--- config.mk ---
export PLATFORM = sky130hd
export DESIGN_NAME = midi_transmitter_flat
export DESIGN_NICKNAME = d
export VERILOG_FILES = /design/src/rtl/midi_transmitter_pkg.sv /design/src/rtl/midi_transmitter_if.sv /design/src/rtl/midi_transmitter_uart_tx.sv /design/src/rtl/midi_transmitter.sv /design/src/flat_wrapper.sv
export SDC_FILE = /design/constraint.sdc
export NUM_CORES = 1
export LEC_CHECK = 0
export ABC_AREA = 1
export CORE_MARGIN = 4
export CORE_UTILIZATION = 40
export CTS_BUF_LIST = sky130_fd_sc_hd__clkbuf_4 sky130_fd_sc_hd__clkbuf_8
export DETAILED_ROUTE_END_ITERATION = 6
export SLEW_MARGIN = 20
export SYNTH_ARGS = -nofsm -noshare
export SYNTH_HDL_FRONTEND = slang
export SYNTH_SLANG_ARGS = --single-unit
--- constraint.sdc ---
create_clock -name clock_50_000_000 -period 3.2 [get_ports clock_50_000_000]
set_clock_uncertainty 0.15 [all_clocks]
set_input_delay 0.32 -clock clock_50_000_000 [delete_from_list [all_inputs] [get_ports clock_50_000_000]]
set_output_delay 0.32 -clock clock_50_000_000 [all_outputs]
set_load 0.01 [all_outputs]
--- src/rtl/midi_transmitter_pkg.sv ---
// midi_transmitter_pkg: MIDI message types, constants and byte-forming helper.
package midi_transmitter_pkg;
  localparam int DATA_WIDTH = 8;
  localparam int MIDI_BAUD = 31250;
  typedef enum logic [3:0] {NOTE_OFF = 4'h8, NOTE_ON = 4'h9} status_t;
  typedef struct packed {
    status_t status;
    logic [DATA_WIDTH-1:0] note_number;
    logic [DATA_WIDTH-1:0] velocity;
  } note_change_t;
  // Byte idx of a note message: 0 status, 1 note number, 2+ velocity; data bytes keep bit 7 clear.
  function automatic logic [DATA_WIDTH-1:0] msg_byte(input note_change_t n, input logic [1:0] idx, input logic [3:0] ch);
    return idx == 2'd0 ? {n.status, ch} : idx == 2'd1 ? n.note_number & 8'h7f : n.velocity & 8'h7f;
  endfunction
endpackage

--- src/rtl/midi_transmitter_if.sv ---
// midi_transmitter_if: note handshake between a note source and the transmitter.
interface midi_transmitter_if;
  import midi_transmitter_pkg::*;
  note_change_t note;
  logic note_valid;
  logic note_ready;
  modport master(output note, note_valid, input note_ready);
  modport slave(input note, note_valid, output note_ready);
endinterface

--- src/rtl/midi_transmitter_uart_tx.sv ---
// uart_tx: 8N1 byte serializer; ready pulses on the last stop-bit cycle so bytes chain without gaps.
module uart_tx #(
  parameter int DIV = 1600
) (
  input  logic       clock_50_000_000,
  input  logic       reset_l,
  input  logic [7:0] tx_byte,
  input  logic       tx_valid,
  output logic       tx_ready,
  output logic       serial
);
  localparam int CW = $clog2(DIV + 1);
  logic active, last;
  logic [9:0] shreg;
  logic [3:0] bit_cnt;
  logic [CW-1:0] cyc_cnt;
  assign last = cyc_cnt == CW'(DIV - 1);
  assign tx_ready = !active || (last && bit_cnt == 4'd9);
  assign serial = active ? shreg[0] : 1'b1;
  always_ff @(posedge clock_50_000_000 or negedge reset_l)
    if (!reset_l) begin
      active <= 1'b0;
      shreg <= '0;
      bit_cnt <= '0;
      cyc_cnt <= '0;
    end else if (tx_valid && tx_ready) begin
      active <= 1'b1;
      shreg <= {1'b1, tx_byte, 1'b0};
      bit_cnt <= '0;
      cyc_cnt <= '0;
    end else if (active) begin
      cyc_cnt <= last ? '0 : cyc_cnt + 1'b1;
      if (last) begin
        shreg <= {1'b1, shreg[9:1]};
        bit_cnt <= bit_cnt == 4'd9 ? 4'd0 : bit_cnt + 4'd1;
        if (bit_cnt == 4'd9) active <= 1'b0;
      end
    end
endmodule

--- src/rtl/midi_transmitter.sv ---
// midi_transmitter: note-on/off message sequencer with running status over a MIDI UART.
module midi_transmitter
  import midi_transmitter_pkg::*;
#(
  parameter int CLOCK_HZ = 50_000_000,
  parameter int BAUD = MIDI_BAUD,
  parameter int CHANNEL = 0,
  parameter int RUNNING_STATUS = 1
) (
  input  logic                clock_50_000_000,
  input  logic                reset_l,
  midi_transmitter_if.slave   bus,
  output logic                midi_tx,
  output logic                busy
);
  localparam int DIV = CLOCK_HZ / BAUD;
  typedef enum logic {IDLE, SEND} state_t;
  state_t state, state_nx;
  note_change_t hold;
  logic [1:0] byte_idx;
  logic [7:0] last_status, status_byte, u_byte;
  logic last_valid, skip, accept, u_valid, u_ready;
  assign status_byte = msg_byte(bus.note, 2'd0, 4'(CHANNEL));
  assign skip = RUNNING_STATUS != 0 && last_valid && status_byte == last_status;
  assign bus.note_ready = state == IDLE;
  assign accept = bus.note_valid && bus.note_ready;
  assign busy = !bus.note_ready;
  // The first byte is loaded straight from the port so its start bit follows acceptance.
  always_comb begin
    state_nx = state;
    u_valid = 1'b0;
    u_byte = '0;
    if (state == IDLE) begin
      u_valid = bus.note_valid;
      u_byte = msg_byte(bus.note, skip ? 2'd1 : 2'd0, 4'(CHANNEL));
      state_nx = bus.note_valid ? SEND : IDLE;
    end else begin
      u_valid = byte_idx != 2'd2;
      u_byte = msg_byte(hold, byte_idx + 2'd1, 4'(CHANNEL));
      state_nx = byte_idx == 2'd2 && u_ready ? IDLE : SEND;
    end
  end
  always_ff @(posedge clock_50_000_000 or negedge reset_l)
    if (!reset_l) begin
      state <= IDLE;
      hold <= '0;
      byte_idx <= '0;
      last_status <= '0;
      last_valid <= 1'b0;
    end else begin
      state <= state_nx;
      if (accept) begin
        hold <= bus.note;
        byte_idx <= skip ? 2'd1 : 2'd0;
        if (!skip) begin
          last_status <= status_byte;
          last_valid <= 1'b1;
        end
      end else if (state == SEND && u_valid && u_ready) byte_idx <= byte_idx + 2'd1;
    end
  uart_tx #(.DIV(DIV)) u_uart (
    .clock_50_000_000(clock_50_000_000),
    .reset_l(reset_l),
    .tx_byte(u_byte),
    .tx_valid(u_valid),
    .tx_ready(u_ready),
    .serial(midi_tx)
  );
endmodule

--- src/flat_wrapper.sv ---
// flat-port wrapper written by rule: the top's interface ports become plain ports
module midi_transmitter_flat import midi_transmitter_pkg::*;
#(
  parameter int CLOCK_HZ = 50_000_000,
  parameter int BAUD = MIDI_BAUD,
  parameter int CHANNEL = 0,
  parameter int RUNNING_STATUS = 1
)
  (clock_50_000_000, reset_l, midi_tx, busy, bus_note, bus_note_valid, bus_note_ready);
  midi_transmitter_if bus_i ();
  input  logic clock_50_000_000;
  input  logic reset_l;
  output logic midi_tx;
  output logic busy;
  input wire logic [$bits(bus_i.note)-1:0] bus_note;
  input wire logic [$bits(bus_i.note_valid)-1:0] bus_note_valid;
  output wire logic [$bits(bus_i.note_ready)-1:0] bus_note_ready;
  assign bus_i.note = bus_note;
  assign bus_i.note_valid = bus_note_valid;
  assign bus_note_ready = bus_i.note_ready;
  midi_transmitter #(.CLOCK_HZ(CLOCK_HZ), .BAUD(BAUD), .CHANNEL(CHANNEL), .RUNNING_STATUS(RUNNING_STATUS)) u_core (.clock_50_000_000(clock_50_000_000), .reset_l(reset_l), .bus(bus_i), .midi_tx(midi_tx), .busy(busy));
endmodule
==> out/metrics.csv, run 1 <==
stage,metric,value,unit
place,placed cell area,3100,sq um
layout,"Non-Filler Cell Area, Final",3190,sq um
sta,RSZ-0062 raised after global routing,no,
sta,max-slew violation count,0,
place,IO buf count,23,
routing,DRT Pass-1 Iters,4,
cts,CTS max path bufs,2,
yosys,mux cell area share after synthesis,0,%
worst_setup_path,crit-path max FO,27,
cts,Worst-path clk slew,0.09,ns
routing,DRT iter0 DRCs,108,
routing,wl on met1,2970,microns
yosys,Post-Synth Adder-Cell Area,2.67,%
cts,Skew-Pair Late Insertion Delay,0.30,ns
sta,tightest hold margin,0.320,ns
run,Max Cap Viol,0,
power,total power,1.08,mW
global_route,largest net degree at the start of global routing,31,
worst_setup_path,"slowest stage delay, CP",0.65,ns
worst_setup_path,WP buf/inv,3,
worst_setup_path,Worst Setup End Kind,register,
worst_setup_path,"CP delay by family, top",simple AND/OR/NAND/NOR gates,
sta,fin worst setup slack,0.992,ns
worst_setup_path,slowest library cell on the worst path,dfrtp_1,
global_route,first-pass GRT wire length,10200,microns
worst_setup_path,Critical Path Source Type,register,
yosys,Simple-Gate Fraction of Synth Area,29.9,%
place,dpl cells,469,
routing,Vias/cell,4.67,
layout,footprint of the multi-input gates,1260,sq um
global_route,gr ovfl total,0,
routing,vias after detailed routing,2227,
power,maximum vdd drop,0.122,mV
floorplanning,row count,30,
yosys,synthesis warning total,0,
layout,utilization after layout,47.0,%
yosys,Syn Area/Cell,7.86,sq um
floorplanning,Initial Util,41.4,%
floorplanning,core area,6790,sq um
layout,Layout Cells excl Fill,477,
layout,FF/Latch Area,1300,sq um
floorplanning,Top Ports,26,
cts,Num CTS Buffers,5,
global_route,vias in the first global route,2209,
sta,Final Cycle Share,69.0,%
min_path,HP Class,register to register,
cts,Sink Count,52,
sta,final critical-path required period,2.21,ns
layout,layout cell share with drive strength beyond 1,9.45,%
layout,NumNets Final,410,
cts,CTS tree,yes,
worst_setup_path,CP Cell Sequence,"inv_6, nand2_8, o21ai_4, nor2_8, inv_4, nand2_4, inv_2, or2_1",
layout,Filler Cell Count,677,
yosys,"flops & latches, synth",52,
routing,"antenna viol nets, final",0,
place,GPL Wtd Cong,0.745,
yosys,synthesized instance count,358,
yosys,Netlist Area Pre-Place,2810,sq um
worst_setup_path,CP arrival,2.25,ns
floorplanning,die height,91.9,microns
yosys,Compound-Gate Fraction of Synth Area,10.7,%
worst_setup_path,WP data required,3.25,ns
cts,Root Driver,clkbuf_8,
sta,Final Setup Violations,0,
global_route,antenna violations before repair,0,
power,PD cells,337,nW/um^2
routing,Met2 Wirelength,2460,microns
routing,Top Metal Used,met4,
place,Post-DP HPWL,4070,microns
floorplanning,die footprint,8440,sq um
sta,"Hold Violations, Final",0,
place,post-place setup slack,0.895,ns
global_route,total track usage,14.6,%
layout,number of diodes,0,
yosys,synth unique cells,33,
layout,Area Overhead vs Synth,13.5,%
routing,Post-Route WL,5640,microns
cts,H-tree levels,2,
routing,Routed met3 length,147,microns
yosys,main combinational cell family by area after synthesis,simple AND/OR/NAND/NOR gates,
sta,setup TNS,0,ns
worst_setup_path,WS Path Type,register to register,
routing,Routed WL per cell,11.8,microns
sta,Fmax achieved,453,MHz
sta,worst rel slew slack,52.0,%
yosys,Post-Synth XOR/XNOR Area,1.56,%
power,leakage,1.63,nW
outcome,status,finished clean,
sta,worst slew pin tran,0.720,ns
floorplanning,die width,91.9,microns
yosys,syn nets,387,
routing,DRC violations left,0,
yosys,sequential share of the synthesized area,46.3,%
## layout make-up
cell class,instances,share of cell area [%]
sequential,52,40.8
multi-input combinational,250,39.5
clock inverter,1,0.157
timing repair buffer,26,7.84
tap,96,3.76
clock buffer,6,2.39
inverter,46,5.64
## repair_timing
action | CTS | global route
resized for setup | 0 | 0
hold buffers | 1 | 0
endpoints found under the hold margin | 28 | 0
buffers inserted | 0 | 0
## cells in the mapped netlist (all sizes together)
cell	number	area share, %
nor2	28	4.6
o21ai	38	7.2
buf	7	2.1
a21oi	12	2.8
a22oi	1	0.27
nand3	24	4.6
or2	4	0.89
clkbuf	3	0.40
nand4	7	1.6
nor3	4	0.89
nor3b	1	0.27
ha	6	2.7
xor2	3	0.93
dfrtp	52	46
xnor2	2	0.62
inv	46	6.4
o22ai	1	0.44
nand2	119	17
## cells by family after synthesis
| family | Yosys count |
|---|---|
| AND/OR/NAND/NOR | 187 |
| flip-flops | 52 |
| AO/OA/AOI/OAI | 52 |
| adder cells (fa/ha/maj) | 6 |
| XOR/XNOR | 5 |
| buffers and inverters | 56 |
## registers in the layout (all words and copies together) (netlist names)
register,flops
u_core.hold,18
u_core.last_valid,1
u_core.u_uart.shreg,10
u_core.u_uart.active,1
u_core.byte_idx,2
u_core.last_status,4
u_core.u_uart.bit_cnt,4
u_core.busy,1
u_core.u_uart.cyc_cnt,11
## metal layers
layer  up-vias  GRT usage (%)
li1       1171              -
met1      1029           20.7
met2        21           23.1
met3         6           2.87
met4         0           3.71
met5         -              0
## final timing paths
kind	start	to	slack, ns	cells after the start
max	u_core.busy	u_core.u_uart.shreg[9]	0.99	8
min	u_core.last_valid	u_core.last_valid	0.32	1
max reg2reg	u_core.busy	u_core.u_uart.shreg[9]	0.99	8
min reg2reg	u_core.last_valid	u_core.last_valid	0.32	1
max in group asynchronous	reset_l	u_core.u_uart.cyc_cnt[9]	1.78	3
min in group asynchronous	reset_l	u_core.last_status[7]	0.45	2
## worst reg2reg max path: cells and delay by family, from the launching register on
family | cells | cell delay (ns)
DFF | 1 | 0.65
and+or+nand+nor | 4 | 0.78
buffers and inverters | 3 | 0.41
AOI/OAI and AO/OA | 1 | 0.12
## cells in the final DEF (no fill, tap or decap), types with 2 or more instances in the layout
cell / n
a21oi_2: 5
nor2_1: 24
inv_2: 2
nand3_1: 22
clkdlybuf4s50_1: 22
nor2_2: 3
xnor2_1: 2
nand2_1: 113
buf_4: 2
ha_1: 6
clkbuf_8: 5
or2_2: 2
nand2_2: 4
inv_1: 42
nor3_1: 3
nand3_2: 2
o21ai_1: 6
o21ai_0: 31
xor2_1: 3
a21oi_1: 7
dfrtp_1: 52
or2_1: 2
nand4_1: 7
## power by group
part	total [mW]	switching (mW)	internal, mW
sequential	0.656	0	0.656
clock	0.365	0.207	0.158
combinational	0.0538	0.0281	0.0257
(Power assumes the default switching activity.)
==> inputs of run 2 (changes only) <==
clock period = 2.19 ns   (was 3.2 ns; I/O delays follow)
==> run 2 against run 1 <==
  * First-iteration DRC count is 4.6% higher
  * Via count is 1.9% higher
  * Cell area is 2.2% higher
  * Sequential cell count stayed put
  * Combinational power is 52% higher
  * Sequential share of layout area is 0.89 points lower
  * Global-route usage is 0.33 points lower
==> out/metrics.csv, run 2 (synthesis results as in run 1) <==
stage,metric,value,unit,change
outcome,status,finished clean,,unchanged
cts,Num CTS Buffers,5,,unchanged
power,Gate power share,5.1,%,was 5.0%
sta,Final Setup Violations,0,,unchanged
power,total power,1.60,mW,was 1.08 mW
layout,"commonest non-fill, non-tap cell in the layout",nand2_1,,unchanged
cts,CTS tree,yes,,unchanged
place,IO buf count,23,,unchanged
place,dpl cells,476,,was 469
global_route,first-pass GRT wire length,9830,microns,was 10200 microns
routing,Post-Route WL,5630,microns,was 5640 microns
worst_setup_path,Critical Path Source Type,register,,unchanged
sta,final critical-path required period,1.93,ns,
floorplanning,Top Ports,26,,unchanged
layout,number of diodes,0,,unchanged
layout,Reg with most FFs,u_core.hold,,unchanged
min_path,HP Class,input port to asynchronous set/reset pin,,was register to register
sta,RSZ-0062 raised after global routing,no,,unchanged
place,GPL Wtd Cong,0.800,,was 0.745
place,Post-DP HPWL,4040,microns,was 4070 microns
cts,CTS max path bufs,2,,unchanged
place,placed cell area,3170,sq um,was 3100 sq um
layout,biggest regs,"u_core.hold (18), u_core.u_uart.cyc_cnt (11), u_core.u_uart.shreg (10)",,unchanged
place,post-place setup slack,0.232,ns,was 0.895 ns
sta,worst slew pin tran,0.422,ns,was 0.720 ns
sta,fin worst setup slack,0.265,ns,was 0.992 ns
sta,Fmax achieved,519,MHz,
floorplanning,core area,6790,sq um,unchanged
cts,Root Driver,clkbuf_8,,unchanged
layout,layout cell share with drive strength beyond 1,11.3,%,was 9.45%
routing,"antenna viol nets, final",0,,unchanged
cts,Skew-Pair Late Insertion Delay,0.31,ns,was 0.30 ns
worst_setup_path,Worst Setup End Kind,primary output,,was register
worst_setup_path,WS Path Type,register to primary output,,was register to register
floorplanning,die height,91.9,microns,unchanged
run,Max Cap Viol,0,,unchanged
global_route,gr ovfl total,0,,unchanged
routing,Vias/cell,4.68,,was 4.67
layout,NumNets Final,417,,was 410
layout,most frequent cells in the layout,"113 x nand2_1, 52 x dfrtp_1, 42 x inv_1, 31 x o21ai_0, 24 x nor2_1",,unchanged
global_route,largest net degree at the start of global routing,53,,was 31
sta,tightest hold margin,0.263,ns,was 0.320 ns
sta,worst rel slew slack,71.9,%,was 52.0%
power,Int Power,1.22,mW,was 0.840 mW
cts,Sink Count,52,,unchanged
global_route,vias in the first global route,2147,,was 2209
worst_setup_path,R2R Path Start,u_core.byte_idx[0],,was u_core.busy
floorplanning,die footprint,8440,sq um,unchanged
routing,Routed WL per cell,11.6,microns,was 11.8 microns
routing,vias after detailed routing,2270,,was 2227
layout,Filler Cell Count,691,,was 677
power,maximum vdd drop,0.241,mV,was 0.122 mV
cts,H-tree levels,2,,unchanged
worst_setup_path,WP data required,1.82,ns,was 3.25 ns
floorplanning,row count,30,,unchanged
power,PD cells,489,nW/um^2,was 337 nW/um^2
cts,post-cts hold buffer count,1,,unchanged
routing,DRC violations left,0,,unchanged
routing,DRT iter0 DRCs,113,,was 108
sta,"Hold Violations, Final",0,,unchanged
layout,"Non-Filler Cell Area, Final",3260,sq um,was 3190 sq um
power,sw frac,23.2,%,was 21.9%
cts,Worst-path clk slew,0.10,ns,was 0.09 ns
layout,footprint of the multi-input gates,1260,sq um,unchanged
power,net switching power,0.371,mW,was 0.235 mW
power,Flop pwr share,60.1,%,was 61.0%
layout,utilization after layout,48.0,%,was 47.0%
layout,Area Overhead vs Synth,16.1,%,was 13.5%
worst_setup_path,Worst R2R End,u_core.u_uart.shreg[0],,was u_core.u_uart.shreg[9]
sta,Final Cycle Share,87.9,%,
worst_setup_path,CP arrival,1.56,ns,was 2.25 ns
worst_setup_path,crit-path max FO,4,,was 27
layout,max reg flops,18,,unchanged
layout,FF/Latch Area,1300,sq um,unchanged
layout,Layout Cells excl Fill,485,,was 477
power,Clk pwr share,34.7,%,was 34.0%
global_route,total track usage,14.3,%,was 14.6%
sta,setup TNS,0,ns,unchanged
sta,max-slew violation count,0,,unchanged
power,leakage,1.67,nW,was 1.63 nW
worst_setup_path,Reg2Reg Depth,9,,was 8
routing,DRT Pass-1 Iters,4,,unchanged
cts,CTS resizes,0,,unchanged
worst_setup_path,worst reg-to-reg setup slack,0.28,ns,was 0.99 ns
cts,"Setup Fix Bufs, Post-CTS",0,,unchanged
floorplanning,Initial Util,41.4,%,unchanged
floorplanning,die width,91.9,microns,unchanged
global_route,antenna violations before repair,0,,unchanged
==> run 2: changes by cell type in the layout (fill, tap and decap cells not counted) <==
cell / previous run / this run
buf_12: 0 / 1
clkinv_2: 1 / 2
buf_4: 2 / 8
clkbuf_4: 1 / 0
clkinv_4: 0 / 1
==> run 2: cell type report <==
class	count	area share, %
Sequential cell	52	39.9
Timing Repair Buffer	33	9.66
Clock buffer	5	2.11
Multi-Input combinational cell	250	38.6
Inverter	46	5.52
Tap cell	96	3.68
Clock inverter	3	0.575
==> run 2: worst max-delay path, stage by stage (launching register included) <==
cell             delay, ns
dfrtp_1               0.43
inv_1                 0.06
or2_2                 0.28
clkdlybuf4s50_1       0.48
==> run 2: worst max-delay path by stage <==
stage,start,end,slack (ns),cells after the start
floorplan,u_core.u_uart.bit_cnt[1],u_core.u_uart.shreg[2],0.51,12
global placement,bus_note_valid,u_core.u_uart.shreg[9],0.24,8
detailed placement,bus_note_valid,u_core.u_uart.shreg[9],0.23,8
CTS,u_core.u_uart.active,midi_tx,0.23,3
global route,u_core.u_uart.bit_cnt[1],u_core.u_uart.shreg[5],0.02,11
finish,u_core.u_uart.active,midi_tx,0.26,3
==> run 2: power by group through the flow <==
stage	sequential, mW	clock, mW	combinational, mW
2_1_floorplan	0.979	0	0.0143
3_3_place_gp	0.978	0	0.0827
3_5_place_dp	0.978	0	0.0827
4_1_cts	0.959	0.572	0.0845
5_1_grt	0.960	0.615	0.0918
6_report	0.959	0.554	0.0819
==> run 2: metal layers <==
layer	wire length (microns)	vias up	part of all wire, %	track usage (%)
li1	-	1188	-	-
met1	2840	1036	50	20.8
met2	2470	34	44	21.1
met3	198	12	3.5	2.46
met4	116	0	2.1	5.69
met5	0	-	0	0
==> inputs of run 3 (changes only) <==
CORE_MARGIN = unset   (was 4)
CTS_CLUSTER_DIAMETER = 100   (was unset)
RECOVER_POWER = 50   (was unset)
==> run 3 against run 2 <==
  * Worst hold slack improved by 0.048 ns
  * Global-route usage increased by 3.2 points
  * Die area decreased by 13%
  * Non-clock buffer count unchanged
  * Maximum frequency down 2.2%
  * Core utilization down 0.31 points
  * Total power grew 2.3%
  * Register-to-register slack lost 0.02 ns
  * First-iteration DRC count unchanged
  * Sequential share of layout area up 0.26 points
==> out/metrics.csv, run 3 (synthesis results as in run 1) <==
stage,metric,value,unit,change
routing,"antenna viol nets, final",0,,unchanged
sta,worst rel slew slack,13.0,%,was 71.9%
place,IO buf count,23,,unchanged
worst_setup_path,R2R Path Start,u_core.u_uart.bit_cnt[1],,was u_core.byte_idx[0]
routing,vias after detailed routing,2232,,was 2270
place,GPL Wtd Cong,0.774,,was 0.800
run,Max Cap Viol,0,,unchanged
global_route,antenna violations before repair,0,,unchanged
cts,CTS max path bufs,2,,unchanged
worst_setup_path,Critical Path Source Type,register,,unchanged
layout,most frequent cells in the layout,"114 x nand2_1, 52 x dfrtp_1, 42 x inv_1, 31 x o21ai_0, 24 x nor2_1",,"was 113 x nand2_1, 52 x dfrtp_1, 42 x inv_1, 31 x o21ai_0, 24 x nor2_1"
layout,max reg flops,18,,unchanged
min_path,Hold Path Depth,3,,
routing,DRC violations left,0,,unchanged
cts,Sink Count,52,,unchanged
worst_setup_path,WP buf/inv,3,,was 2
min_path,HP Class,input port to register,,was input port to asynchronous set/reset pin
layout,utilization after layout,47.7,%,was 48.0%
sta,"Hold Violations, Final",0,,unchanged
sta,Final Cycle Share,89.9,%,was 87.9%
sta,Fmax achieved,508,MHz,was 519 MHz
global_route,largest net degree at the start of global routing,53,,unchanged
worst_setup_path,worst reg-to-reg setup slack,0.26,ns,was 0.28 ns
layout,number of diodes,0,,unchanged
worst_setup_path,WS Path Type,register to primary output,,unchanged
cts,Skew-Pair Late Insertion Delay,0.31,ns,about the same
worst_setup_path,Reg2Reg Depth,11,,was 9
sta,final critical-path required period,1.97,ns,was 1.93 ns
routing,Vias/cell,4.60,,was 4.68
global_route,gr ovfl total,0,,unchanged
worst_setup_path,Worst Setup SP,u_core.u_uart.active,,unchanged
layout,NumNets Final,417,,unchanged
power,maximum vdd drop,0.185,mV,was 0.241 mV
routing,DRT iter0 DRCs,113,,unchanged
floorplanning,row count,30,,unchanged
sta,worst slew pin tran,1.30,ns,was 0.422 ns
layout,biggest regs,"u_core.hold (18), u_core.u_uart.cyc_cnt (11), u_core.u_uart.shreg (10)",,unchanged
sta,max-slew violation count,0,,unchanged
layout,Area Overhead vs Synth,15.3,%,was 16.1%
place,Post-DP HPWL,4020,microns,was 4040 microns
worst_setup_path,CP Cell Sequence,"buf_4, inv_1, or2_2, clkdlybuf4s50_1",,"was inv_1, or2_2, clkdlybuf4s50_1"
power,leakage,1.66,nW,was 1.67 nW
floorplanning,die width,85.9,microns,was 91.9 microns
cts,"Setup Fix Bufs, Post-CTS",0,,unchanged
sta,Final Setup Violations,0,,unchanged
cts,Num CTS Buffers,5,,unchanged
floorplanning,Initial Util,41.4,%,unchanged
min_path,worst hold start,bus_note[0],,
worst_setup_path,slowest library cell on the worst path,clkdlybuf4s50_1,,unchanged
cts,Worst-path clk slew,0.09,ns,was 0.10 ns
layout,"commonest non-fill, non-tap cell in the layout",nand2_1,,unchanged
outcome,status,finished clean,,unchanged
layout,footprint of the multi-input gates,1240,sq um,was 1260 sq um
floorplanning,die height,85.9,microns,was 91.9 microns
min_path,Hold EP,u_core.hold[0],,
layout,Reg with most FFs,u_core.hold,,unchanged
routing,Post-Route WL,5780,microns,was 5630 microns
worst_setup_path,WP data required,1.82,ns,about the same
floorplanning,core area,6790,sq um,unchanged
sta,RSZ-0062 raised after global routing,no,,unchanged
cts,CTS tree,yes,,unchanged
global_route,first-pass GRT wire length,10200,microns,was 9830 microns
worst_setup_path,crit-path max FO,7,,was 4
routing,Routed WL per cell,11.9,microns,was 11.6 microns
cts,CTS resizes,0,,unchanged
power,PD cells,503,nW/um^2,was 489 nW/um^2
cts,Root Driver,clkbuf_8,,unchanged
cts,H-tree levels,2,,unchanged
floorplanning,die footprint,7370,sq um,was 8440 sq um
worst_setup_path,"slowest stage delay, CP",0.48,ns,about the same
worst_setup_path,Worst Setup End Kind,primary output,,unchanged
worst_setup_path,"CP delay by family, top",buffers and inverters,,unchanged
worst_setup_path,Worst R2R End,u_core.u_uart.shreg[7],,was u_core.u_uart.shreg[0]
layout,FF/Latch Area,1300,sq um,unchanged
worst_setup_path,CP arrival,1.60,ns,was 1.56 ns
global_route,vias in the first global route,2182,,was 2147
layout,Filler Cell Count,721,,was 691
global_route,total track usage,17.5,%,was 14.3%
layout,layout cell share with drive strength beyond 1,11.1,%,was 11.3%
floorplanning,Top Ports,26,,unchanged
routing,DRT Pass-1 Iters,4,,unchanged
sta,setup TNS,0,ns,unchanged
[run 3: cell count changes in the layout (fill, tap and decap cells not counted)]
cell,delta
clkbuf_4,+2
clkinv_2,-2
buf_12,-1
clkbuf_2,+1
clkbuf_8,+1
clkinv_4,-1
nand2_1,+1
nand2_8,-1
[run 3: what timing repair did]
action / in CTS / in global routing
endpoints found under the hold margin: 52 / 0
hold buffers: 1 / 0
setup endpoints to repair: 0 / 0
[run 3: how the worst max path moves through the flow]
stage / end / cells after the start
3_5_place_dp: u_core.u_uart.cyc_cnt[7] / 9
6_report: midi_tx / 4
5_1_grt: u_core.u_uart.shreg[7] / 11
4_1_cts: midi_tx / 4
3_3_place_gp: u_core.u_uart.shreg[9] / 8
2_1_floorplan: u_core.u_uart.shreg[2] / 12
[run 3: per-stage QoR]
step                cell area [sq um]  setup WS, ns  total power, mW  instances  hold WS [ns]
floorplan                        2810         0.507            0.993        358        -0.227
CTS                              3260         0.207             1.66        485         0.309
global route                     3240        0.0149             1.70        485         0.325
global placement                 3150         0.265             1.06        476         0.245
detailed placement               3150         0.257             1.06        476         0.245
finish                           3240         0.221             1.63        485         0.311
[run 3: worst min-delay path, delay by kind of cell]
kind / cells / cell delay (ns)
buffers and inverters: 1 / 0.39
AND/OR/NAND/NOR: 1 / 0.06
AO/OA/AOI/OAI: 1 / 0.06
[run 3: cell type report]
| cell class | count | share of cell area [%] |
|---|---|---|
| Multi-Input combinational cell | 250 | 38.3 |
| Sequential cell | 52 | 40.1 |
| Tap cell | 96 | 3.70 |
| Timing Repair Buffer | 33 | 9.26 |
| Inverter | 46 | 5.56 |
| Clock buffer | 8 | 3.01 |
[run 3: power by group]
group / internal (mW) / total (mW) / switching (mW)
clock network: 0.284 / 0.596 / 0.313
registers: 0.959 / 0.959 / 0
logic: 0.0381 / 0.0771 / 0.0390
[run 3: routing by layer]
layer / GRT usage (%) / routed length (microns)
met5: 0 / 0
met4: 4.55 / 65
met2: 28.0 / 2620
met3: 3.18 / 125
met1: 24.6 / 2960
